===== config.mk =====
export PLATFORM = sky130hd
export DESIGN_NAME = viterbi_decoder
export DESIGN_NICKNAME = d
export VERILOG_FILES = /design/src/rtl/viterbi_pkg.sv /design/src/rtl/viterbi_acs_unit.sv /design/src/rtl/viterbi_decoder.sv
export SDC_FILE = /design/constraint.sdc
export NUM_CORES = 1
export LEC_CHECK = 0
export CAP_MARGIN = 20
export CORE_UTILIZATION = 40
export DETAILED_ROUTE_END_ITERATION = 10
export PLACE_DENSITY = 0.62
export SLEW_MARGIN = 20
export SYNTH_ARGS = -nofsm -noshare
export SYNTH_HDL_FRONTEND = slang
export SYNTH_SLANG_ARGS = --single-unit

===== constraint.sdc =====
create_clock -name Turbo_clk -period 6.4 [get_ports Turbo_clk]
set_clock_uncertainty 0.1 [all_clocks]
set_input_delay 0.96 -clock Turbo_clk [delete_from_list [all_inputs] [get_ports Turbo_clk]]
set_output_delay 0.96 -clock Turbo_clk [all_outputs]
set_load 0.03 [all_outputs]

===== src/rtl/viterbi_pkg.sv =====
// Shared types and trellis helpers for the K=3 RSC (7,5) hard-decision Viterbi decoder.
package viterbi_pkg;

  typedef enum logic [1:0] {ACS, BEST, TB, OUT} fsm_t;

  localparam int NUM_ST = 4;

  // States 1..3 start a quarter-range behind state 0 so the trellis is anchored at zero.
  function automatic int init_pm(input int pm_w);
    return 1 << (pm_w - 2);
  endfunction

  // Expected {u,p} on the branch into ns from predecessor {ns[0],x}.
  function automatic logic [1:0] branch_up(input logic [1:0] ns, input logic x);
    logic u;
    u = ns[1] ^ ns[0] ^ x;
    return {u, ns[1] ^ x};
  endfunction

endpackage


===== src/rtl/viterbi_acs_unit.sv =====
// Combinational 4-state branch metric, add-compare-select and metric normalization.
module viterbi_acs_unit
  import viterbi_pkg::*;
#(
  parameter int PM_W = 8
) (
  input  logic [NUM_ST-1:0][PM_W-1:0] pm,
  input  logic                        sys,
  input  logic                        parity,
  output logic [NUM_ST-1:0][PM_W-1:0] pm_next,
  output logic [NUM_ST-1:0]           surv
);

  localparam logic [PM_W-1:0] HALF = {1'b1, {(PM_W-1){1'b0}}};

  logic [NUM_ST-1:0][PM_W-1:0] sel_pm;
  logic [NUM_ST-1:0]           big;

  generate
    for (genvar g = 0; g < NUM_ST; g++) begin : g_st
      localparam logic [1:0] NS  = 2'(g);
      localparam logic [1:0] UP0 = branch_up(NS, 1'b0);
      localparam logic [1:0] UP1 = branch_up(NS, 1'b1);
      logic [1:0]      bm0, bm1;
      logic [PM_W-1:0] c0, c1;

      assign bm0 = {1'b0, sys != UP0[1]} + {1'b0, parity != UP0[0]};
      assign bm1 = {1'b0, sys != UP1[1]} + {1'b0, parity != UP1[0]};
      assign c0  = pm[{NS[0], 1'b0}] + PM_W'(bm0);
      assign c1  = pm[{NS[0], 1'b1}] + PM_W'(bm1);
      // strict compare: ties keep the x=0 predecessor
      assign surv[g]    = c1 < c0;
      assign sel_pm[g]  = surv[g] ? c1 : c0;
      assign big[g]     = sel_pm[g][PM_W-1];
      assign pm_next[g] = (&big) ? (sel_pm[g] - HALF) : sel_pm[g];
    end
  endgenerate

endmodule


===== src/rtl/viterbi_decoder.sv =====
// Block Viterbi decoder: ACS over N symbols, best-state pick, traceback, serial output.
module viterbi_decoder
  import viterbi_pkg::*;
#(
  parameter int N    = 16,
  parameter int PM_W = 8
) (
  input  logic Turbo_clk,
  input  logic rst,
  input  logic sys,
  input  logic parity,
  input  logic Data_Valid,
  output logic Hard_out_bits,
  output logic Turbo_done
);

  localparam int              TW      = (N > 1) ? $clog2(N) : 1;
  localparam logic [PM_W-1:0] PM_INIT = PM_W'(init_pm(PM_W));
  localparam logic [TW-1:0]   LAST    = TW'(N - 1);

  fsm_t                        state;
  logic [TW-1:0]               t;
  logic [NUM_ST-1:0][PM_W-1:0] pm, pm_next;
  logic [NUM_ST-1:0]           surv;
  logic [NUM_ST-1:0]           mem [N];
  logic [N-1:0]                dec;
  logic [1:0]                  st, best;
  logic                        x;

  viterbi_acs_unit #(.PM_W(PM_W)) u_acs (
    .pm      (pm),
    .sys     (sys),
    .parity  (parity),
    .pm_next (pm_next),
    .surv    (surv)
  );

  // strict compare keeps the lowest index on ties
  always_comb begin
    best = 2'd0;
    for (int i = 1; i < NUM_ST; i++)
      if (pm[i] < pm[best]) best = 2'(i);
  end

  assign x = mem[t][st];

  always_ff @(posedge Turbo_clk) begin
    if (state == ACS && Data_Valid) mem[t] <= surv;
  end

  // t counts symbols up in ACS, down in TB, and reused as the output index in OUT
  always_ff @(posedge Turbo_clk) begin
    if (rst) begin
      state         <= ACS;
      t             <= '0;
      pm            <= {{(NUM_ST-1){PM_INIT}}, {PM_W{1'b0}}};
      st            <= 2'd0;
      Hard_out_bits <= 1'b0;
      Turbo_done    <= 1'b0;
    end else begin
      Hard_out_bits <= 1'b0;
      Turbo_done    <= 1'b0;
      case (state)
        ACS: if (Data_Valid) begin
          pm <= pm_next;
          if (t == LAST) state <= BEST;
          else           t     <= t + TW'(1);
        end
        BEST: begin
          st    <= best;
          state <= TB;
        end
        TB: begin
          dec[t] <= st[1] ^ st[0] ^ x;
          st     <= {st[0], x};
          if (t == '0) state <= OUT;
          else         t     <= t - TW'(1);
        end
        OUT: begin
          Hard_out_bits <= dec[t];
          Turbo_done    <= 1'b1;
          if (t == LAST) begin
            state <= ACS;
            t     <= '0;
            pm    <= {{(NUM_ST-1){PM_INIT}}, {PM_W{1'b0}}};
          end else begin
            t <= t + TW'(1);
          end
        end
        default: state <= ACS;
      endcase
    end
  end

endmodule


==> impl_metrics.tcl, run 1 <==
set metrics [dict create \
    outcome "complete, no violations" \
    synthMostInstantiatedCell "edfxtp_1" \
    worstSetupEndpointType "flip-flop" \
    period_share_pct 85.7 \
    die_area_um2 21500 \
    cts_buffers 17 \
    synth_top_area_share_pct 28.7 \
    die_x_um 147 \
    powerDensity_nw_per_um2 585 \
    slew_headroom_pct 35.5 \
    synth_edf_count 80 \
    fillers 1888 \
    r2r_cells 18 \
    rsz0062_at_grt "no" \
    critPathMaxFanout 10 \
    setup_viol 0 \
    period_needed_ns 5.49 \
    setup_ws_ns 0.913 \
    yosys_warnings 0 \
    synth_top_family_by_area "compound AO/OA/AOI/OAI gates" \
    finalMaxSlewViolations 0 \
    fin_tns_setup_ns 0 \
    holdBufCountCts 0 \
    drtAntennaViolNets 0 \
    cp_data_arrival_time_ns 5.67 \
    clk-insertion-delay-late_ns 0.43 \
    yosysUniqueCellTypes 68 \
    syn-num-nets 898 \
    post_cts_buffers 0 \
    cts_sinks 126 \
    holdPathStages 2 \
    worst_pin_slew_ns 0.958 \
    crit_required_ns 6.58 \
    drive_above_1_share_pct 8.00 \
    area_growth_syn_to_layout_pct 10.6 \
    critPathKind "reg -> reg" \
    grt_pass1_vias 6131 \
    path_clk_slew_ns 0.07 \
    min_to "state[1]" \
    synth-compound-area-share_pct 16.5 \
    final_nets 888 \
    grt_use_total_pct 19.5 \
    dp_slack_ns 1.06 \
    synth_common_cells "80 x edfxtp_1, 75 x ha_1, 65 x nand2_1" \
    firstDrtPassIters 4 \
    core-area_um2 20400 \
    r2r_slack_ns 0.91 \
    wl_per_cell_um 18.5 \
    synth_ff_type "edfxtp_1" \
    start_util_pct 41.1 \
    grt_max_degree 44 \
    drc 0 \
    ir_drop_mv 0.284 \
    avgSynthCellArea_um2 10.3 \
    total_leakage_power_nw 3.51 \
    syn_area_um2 8370 \
    seq_area_frac_synth_pct 39.7 \
    n_antenna_cell 0 \
    cp-start-kind "flip-flop" \
    avgViaCountPerCell 5.72 \
    dp_hpwl_um 14500 \
    ys_top_cells_by_area "edfxtp_1 29%, ha_1 11%, dfxtp_1 11%" \
    hold_viol 0 \
    port_buffers 6 \
    pin_count 7 \
    muxShareOfSynthArea_pct 7.46 \
    hold_start "state[1]" \
    cts_resized 0 \
    hold_path.class "reg -> reg" \
    cts_tree "built" \
    async_reset_ff_share_pct 0 \
    drt-initial-drc-count 382 \
    synth_top_area_cell "edfxtp_1" \
    synth_fa_ha_area_share_pct 13.1 \
    synth-xor-area-share_pct 5.13 \
    vias 6194 \
    ys_seq_elements 126 \
    r2r-start "pm[2]" \
    clockRootBuffer "clkbuf_16" \
    max_freq_ghz 0.182 \
    gp_congestion 0.876 \
    maxCapViolations 0 \
    antenna_found_initial 0 \
    r2r-end "st[0]" \
    htree_levels 4 \
    synthSimpleGateAreaFrac_pct 14.7 \
    overflow 0 \
    die_y_um 147 \
    netlist_instances 810 \
    routed_wl_um 20100 \
    row_count 52 \
    clock_path_buffers 2 \
    grt_pass1_wl_um 32800 \
]
[worst max path at each step]
stage | from | end | slack, ns | cells past startpoint
2_1_floorplan | pm[3] | st[0] | 1.70 | 20
6_report | pm[2] | st[0] | 0.91 | 18
3_5_place_dp | pm[2] | st[0] | 1.06 | 19
3_3_place_gp | pm[3] | st[0] | 1.19 | 19
5_1_grt | pm[2] | st[0] | 0.37 | 18
4_1_cts | pm[2] | st[0] | 1.04 | 19
[worst max-delay path: stages, from the launching register on]
cell and delay, ns:
dfxtp_1 0.56, inv_1 0.19, ha_1 0.32, o21a_1 0.11
nor2_1 0.06, o31ai_2 0.67, mux2i_1 0.28, ha_1 0.36
nand4_1 0.13, o21ai_0 0.79, o21a_1 0.34, o21ai_0 0.14
ha_1 0.34, a21o_1 0.11, a21oi_1 0.06, o21ai_0 0.31
a22oi_1 0.14, a211oi_1 0.25, a311oi_1 0.06
[per-layer routing]
layer	track usage [%]	part of all wire, %
met1	25.6	46
met2	32.8	49
met3	3.09	3.8
met4	6.30	1.6
met5	0	0
[cell families (layout without fill, tap and decap cells)]
logic type	Yosys count	in the layout
and+or+nand+nor	243	243
AOI/OAI and AO/OA	203	203
DFF	126	126
adders and majority gates	83	83
buffers and inverters	70	73
xor gates and xnor gates	49	49
muxes	36	36
[through the flow]
step,util [%],hold WS (ns),std cells,power [mW],area [um2]
finish,45.5,0.408,1083,5.42,9260
global route,45.5,0.451,1083,5.82,9260
CTS,45.4,0.417,1083,5.40,9240
detailed placement,42.5,0.409,1051,4.43,8660
global placement,42.5,0.393,1051,4.41,8660
floorplan,-,0.357,810,3.66,8370
[registers in the layout, summed over array words and instances (netlist names), named ones only]
name	count
Hard_out_bits	1
st	2
state	2
Turbo_done	1
pm	32
t	4
dec	16
mem	64
[power by group]
part | switching (mW) | internal [mW] | total, mW
sequential | 0.236 | 1.25 | 1.49
clock | 0.432 | 0.522 | 0.954
combinational | 1.79 | 1.19 | 2.97
total | 2.46 | 2.96 | 5.42
[area by class of cell]
cell class / instances / area [um2] / area share [%]
Clock buffer: 17 / 425 / 4.60
Clock inverter: 15 / 163 / 1.76
Inverter: 26 / 97.6 / 1.05
Multi-Input combinational cell: 614 / 4790 / 51.7
Sequential cell: 126 / 3320 / 35.9
Tap cell: 270 / 338 / 3.65
Timing Repair Buffer: 15 / 123 / 1.32
[placed cells by master (no fill, tap or decap), types with 5 or more instances in the layout]
master / netlist / layout
edfxtp_1: 80 / 80
nand3_1: 30 / 30
nor2_1: 43 / 42
mux2i_1: 17 / 17
a31oi_1: 12 / 12
xnor2_1: 30 / 30
and3_1: 31 / 31
fa_1: 8 / 8
nor2b_1: 11 / 11
nand2_1: 65 / 64
mux4_1: 7 / 7
ha_1: 75 / 75
o21a_1: 10 / 10
xor2_1: 19 / 18
dfxtp_1: 46 / 45
o21ai_0: 33 / 33
a211oi_1: 7 / 7
inv_6: 0 / 5
nand4_1: 14 / 14
clkbuf_16: 0 / 17
o211ai_1: 9 / 9
inv_1: 26 / 26
a21oi_1: 51 / 51
clkdlybuf4s50_1: 0 / 5
buf_4: 2 / 9
nor3b_1: 7 / 7
nor3_1: 9 / 9
o31a_1: 7 / 7
a21o_1: 26 / 26
mux4_2: 12 / 12
nand2b_1: 14 / 14
Power figures use the tool's default switching activity.
==> run 2: changes to the inputs <==
Settings changed: CORE_ASPECT_RATIO set to 0.7, TNS_END_PERCENT set to 5.
==> impl_metrics.tcl, run 2 (synthesis gave the netlist of run 1 again) <==
set metrics [dict create \
    setup_ws_ns 0.770 \
    critPathKind "reg -> reg" \
    worst_pin_slew_ns 1.09 \
    finalMaxSlewViolations 0 \
    clk-insertion-delay-late_ns 0.42 \
    hold_path.class "reg -> reg" \
    outcome "complete, no violations" \
    cts_buffers 17 \
    fin_tns_setup_ns 0 \
    holdPathStages 2 \
    total_leakage_power_nw 3.50 \
    period_needed_ns 5.63 \
    holdBufCountCts 0 \
    drive_above_1_share_pct 7.75 \
    placed_area_um2 8660 \
    die_x_um 175 \
    die_y_um 123 \
    final_cell_mix "80 x edfxtp_1, 75 x ha_1, 65 x nand2_1, 51 x a21oi_1, 45 x dfxtp_1" \
    path_clk_slew_ns 0.06 \
    critPathMaxFanout 10 \
    post_cts_buffers 0 \
    worstSetupEndpointType "flip-flop" \
    powerDensity_nw_per_um2 590 \
    hold_viol 0 \
    routed_wl_um 21000 \
    area_growth_syn_to_layout_pct 10.3 \
    grt_max_degree 44 \
    core-area_um2 20200 \
    reg_top3 "mem x64, pm x32, dec x16" \
    die_area_um2 21500 \
    vias 6321 \
    htree_levels 4 \
    ir_drop_mv 0.242 \
    clockRootBuffer "clkbuf_16" \
    grt_pass1_wl_um 33700 \
    dp_slack_ns 0.942 \
    dp_hpwl_um 14900 \
    antenna_found_initial 0 \
    hold_ws_ns 0.408 \
    rsz0062_at_grt "no" \
    slowest_delay_ns 0.74 \
    cts_tree "built" \
    regMostFlops "mem" \
    wl_per_cell_um 19.4 \
    period_share_pct 88.0 \
    final_common_cell "edfxtp_1" \
    clock_path_buffers 2 \
    max_freq_ghz 0.178 \
    cp_data_arrival_time_ns 5.86 \
    final_util_pct 45.8 \
    firstDrtPassIters 5 \
    cp-start-kind "flip-flop" \
    total_power_mw 5.45 \
    port_buffers 6 \
    cts_sinks 126 \
    cp_top_family "compound AO/OA/AOI/OAI gates" \
    avgViaCountPerCell 5.84 \
    largest_reg_flops 64 \
    finalNonFillerCells 1083 \
    maxCapViolations 0 \
    cts_resized 0 \
    crit_path_top_delay_cell "o31ai_2" \
    dp_cells 1051 \
    n_antenna_cell 0 \
    drc 0 \
    grt_pass1_vias 5952 \
    fin_area_um2 9230 \
    start_util_pct 41.5 \
    crit_buf_inv 1 \
    crit_path_cell_trace "inv_1 > ha_1 > o21a_1 > nor2_1 > o31ai_2 > mux2i_1 > ha_1 > or3_1 > a21oi_1 > o21ai_0 > o21a_1 > o21ai_0 > ha_1 > a211o_1 > a21oi_1 > o21ai_0 > a22oi_1 > a211oi_1 > a311oi_1" \
    setup_viol 0 \
    final_nets 888 \
    drt-initial-drc-count 574 \
    slew_headroom_pct 27.2 \
    grt_use_total_pct 20.5 \
    r2r_cells 19 \
    r2r_slack_ns 0.77 \
    overflow 0 \
    gp_congestion 0.900 \
    drtAntennaViolNets 0 \
    crit_cells 19 \
    row_count 43 \
    crit_required_ns 6.63 \
    pin_count 7 \
]
## run 2: cell count changes in the layout (fill, tap and decap cells not counted), moves of 2 or more
| cell | before | now |
|---|---|---|
| clkinv_2 | 0 | 2 |
| inv_6 | 5 | 3 |
| inv_8 | 4 | 1 |
| clkinvlp_4 | 1 | 3 |
| clkinv_8 | 3 | 0 |
| clkinv_4 | 2 | 4 |
## run 2: tightest hold or removal path, cell delays in order (launching register included)
cell and delay [ns]:
dfxtp_1 0.34, nand2_1 0.06, a21oi_1 0.06
## run 2: final timing paths
| kind | from | to |
|---|---|---|
| setup / recovery | pm[2] | st[0] |
| hold / removal | state[1] | state[1] |
| setup reg to reg | pm[2] | st[0] |
| hold reg to reg | state[1] | state[1] |
## run 2: final cells by class
cell class	instances	area (um2)
Sequential cell	126	3320
Inverter	26	97.6
Tap cell	270	338
Fill cell	1865	10900
Clock buffer	17	425
Multi-Input combinational cell	614	4780
Clock inverter	15	139
Timing Repair Buffer	15	123
## run 2: metal layers
metal  global-route usage (%)  wire [um]  share of wire [%]  up-vias
met5                        0          0                  0        -
met4                     5.22        131               0.62        0
met3                     4.67       1490                7.1       12
met2                     27.2       7950                 38      228
met1                     32.6      11400                 54     3035
li1                         -          -                  -     3046
## run 2: report_power, final
| part | internal (mW) | switching [mW] | total (mW) |
|---|---|---|---|
| registers | 1.25 | 0.249 | 1.50 |
| clock network | 0.538 | 0.388 | 0.926 |
| logic | 1.19 | 1.83 | 3.02 |
==> run 3: changes to the inputs <==
Settings changed: PLACE_DENSITY 0.62 to 0.64.
Clock period 6.4 ns to 4.8 ns, I/O delays scaled along.
==> impl_metrics.tcl, run 3 (synthesis gave the netlist of run 1 again) <==
set metrics [dict create \
    powerDensity_nw_per_um2 819 \
    port_buffers 6 \
    clockRootBuffer "clkbuf_16" \
    cts_tree "built" \
    maxCapViolations 0 \
    area_growth_syn_to_layout_pct 14.6 \
    r2r_cells 19 \
    critPathMaxFanout 8 \
    path_clk_slew_ns 0.06 \
    p_seq_share_pct 24.2 \
    avgViaCountPerCell 5.75 \
    power_frac_clock_pct 16.2 \
    cp-start-kind "flip-flop" \
    met1_usage_pct 32.2 \
    worst_pin_slew_ns 0.984 \
    overflow 0 \
    critPathLaunch "pm[6]" \
    hold_path.class "reg -> reg" \
    grt-busiest-layer "met1" \
    firstDrtPassIters 5 \
    cp-endpoint "st[0]" \
    max_freq_ghz 0.218 \
    pin_count 7 \
    setup_viol 0 \
    final_util_pct 47.6 \
    die_y_um 123 \
    core-area_um2 20200 \
    dp_hpwl_um 15700 \
    drtAntennaViolNets 0 \
    fillers 1832 \
    reg_top3 "mem x64, pm x32, dec x16" \
    period_share_pct 95.7 \
    routed_wl_um 21500 \
    intPower_mw 4.40 \
    finalNonFillerCells 1119 \
    final-seq-area_um2 3320 \
    switching_share_pct 44.1 \
    antenna_found_initial 0 \
    wl_per_cell_um 19.2 \
    clk-insertion-delay-late_ns 0.42 \
    period_needed_ns 4.60 \
    switchingPower_mw 3.46 \
    worstSetupEndpointType "flip-flop" \
    final_nets 924 \
    drt-initial-drc-count 532 \
    r2r-start "pm[6]" \
    critPathKind "reg -> reg" \
    dp_cells 1083 \
    multi_input_area_um2 4860 \
    cts_buffers 17 \
    slew_headroom_pct 34.0 \
    crit_required_ns 5.02 \
    grt_use_met2_pct 29.1 \
    grt_use_total_pct 21.2 \
    final_common_cell "edfxtp_1" \
    clock_path_buffers 2 \
    htree_levels 4 \
    r2r_slack_ns 0.20 \
    die_x_um 175 \
    die_area_um2 21500 \
    total_leakage_power_nw 3.66 \
    row_count 43 \
    p_comb_share_pct 59.6 \
    final_cell_mix "80 x edfxtp_1, 75 x ha_1, 65 x nand2_1, 49 x a21oi_1, 46 x dfxtp_1" \
    n_antenna_cell 0 \
    grt_pass1_vias 6148 \
    ir_drop_mv 0.356 \
    outcome "complete, no violations" \
    start_util_pct 41.5 \
    grt_pass1_wl_um 34500 \
    hold_ws_ns 0.404 \
    r2r-end "st[0]" \
    met3_usage_pct 6.46 \
    drc 0 \
    cts_sinks 126 \
    gp_congestion 0.900 \
    drive_above_1_share_pct 12.7 \
    cp_data_arrival_time_ns 4.81 \
    largest_reg_flops 64 \
    finalMaxSlewViolations 0 \
    grt_max_degree 44 \
    regMostFlops "mem" \
    total_power_mw 7.86 \
    hold_viol 0 \
    vias 6431 \
]
-- run 3: changes by cell type in the layout (fill, tap and decap cells not counted), sizes merged --
cell	delta
buf	+36
clkbuf	+2
clkinv	-2
inv	-2
bufinv	+1
clkinvlp	+1
-- run 3: final cells by class --
cell class              instances  area share [%]
repair buffers                 51            4.13
multi-input cells             614            50.6
inverters                      26            1.02
well taps                     270            3.52
clock inverters                13            1.45
clock buffers                  19            4.61
flip-flops and latches        126            34.6
-- run 3: power groups by stage --
| stage | logic (mW) | registers, mW | clock network (mW) |
|---|---|---|---|
| global route | 5.21 | 1.93 | 1.34 |
| CTS | 4.38 | 1.90 | 1.30 |
| floorplan | 3.08 | 1.80 | 0 |
| detailed placement | 4.35 | 1.91 | 0 |
| global placement | 4.29 | 1.92 | 0 |
| finish | 4.69 | 1.90 | 1.27 |
-- run 3: stage by stage --
stage / setup TNS (ns) / worst slack [ns] / area (um2)
after floorplan: 0 / 0.0961 / 8370
after global placement: 0 / 0.202 / 8900
after detailed placement: 0 / 0.0807 / 8900
after CTS: 0 / 0.0415 / 9480
after global routing: -0.0429 / -0.0429 / 9600
final: 0 / 0.205 / 9600
-- run 3: worst min path at each step --
stage | end | cells past startpoint | from
floorplan | pm[6] | 2 | pm[6]
global placement | state[1] | 2 | state[1]
detailed placement | state[1] | 2 | state[1]
CTS | state[1] | 2 | state[1]
global route | state[1] | 2 | state[1]
finish | state[1] | 2 | state[1]
-- run 3: routing by layer --
layer	up-vias	routed length, um
met5	-	0
met4	0	146
met3	13	1680
met2	209	8450
met1	3090	11200
li1	3119	-
-- run 3: critical path: stages, from the launching register on --
cell and delay, ns:
dfxtp_1 0.33, inv_1 0.08, ha_1 0.31, nand4_1 0.23, o31ai_4 0.36, buf_6 0.21, mux2i_1 0.37, ha_1 0.31
nand2_1 0.08, o21a_2 0.15, nand2_1 0.13, o21a_2 0.27, o21ai_0 0.27, ha_1 0.30, o21a_1 0.19, a21oi_2 0.15
o21ai_2 0.09, a22oi_1 0.19, a211oi_1 0.07, a311oi_1 0.29
-- run 3: what timing repair did --
action	in CTS	in global routing
resized for setup	0	22
setup endpoints to repair	0	2
hold buffers	0	0
setup buffers	0	4
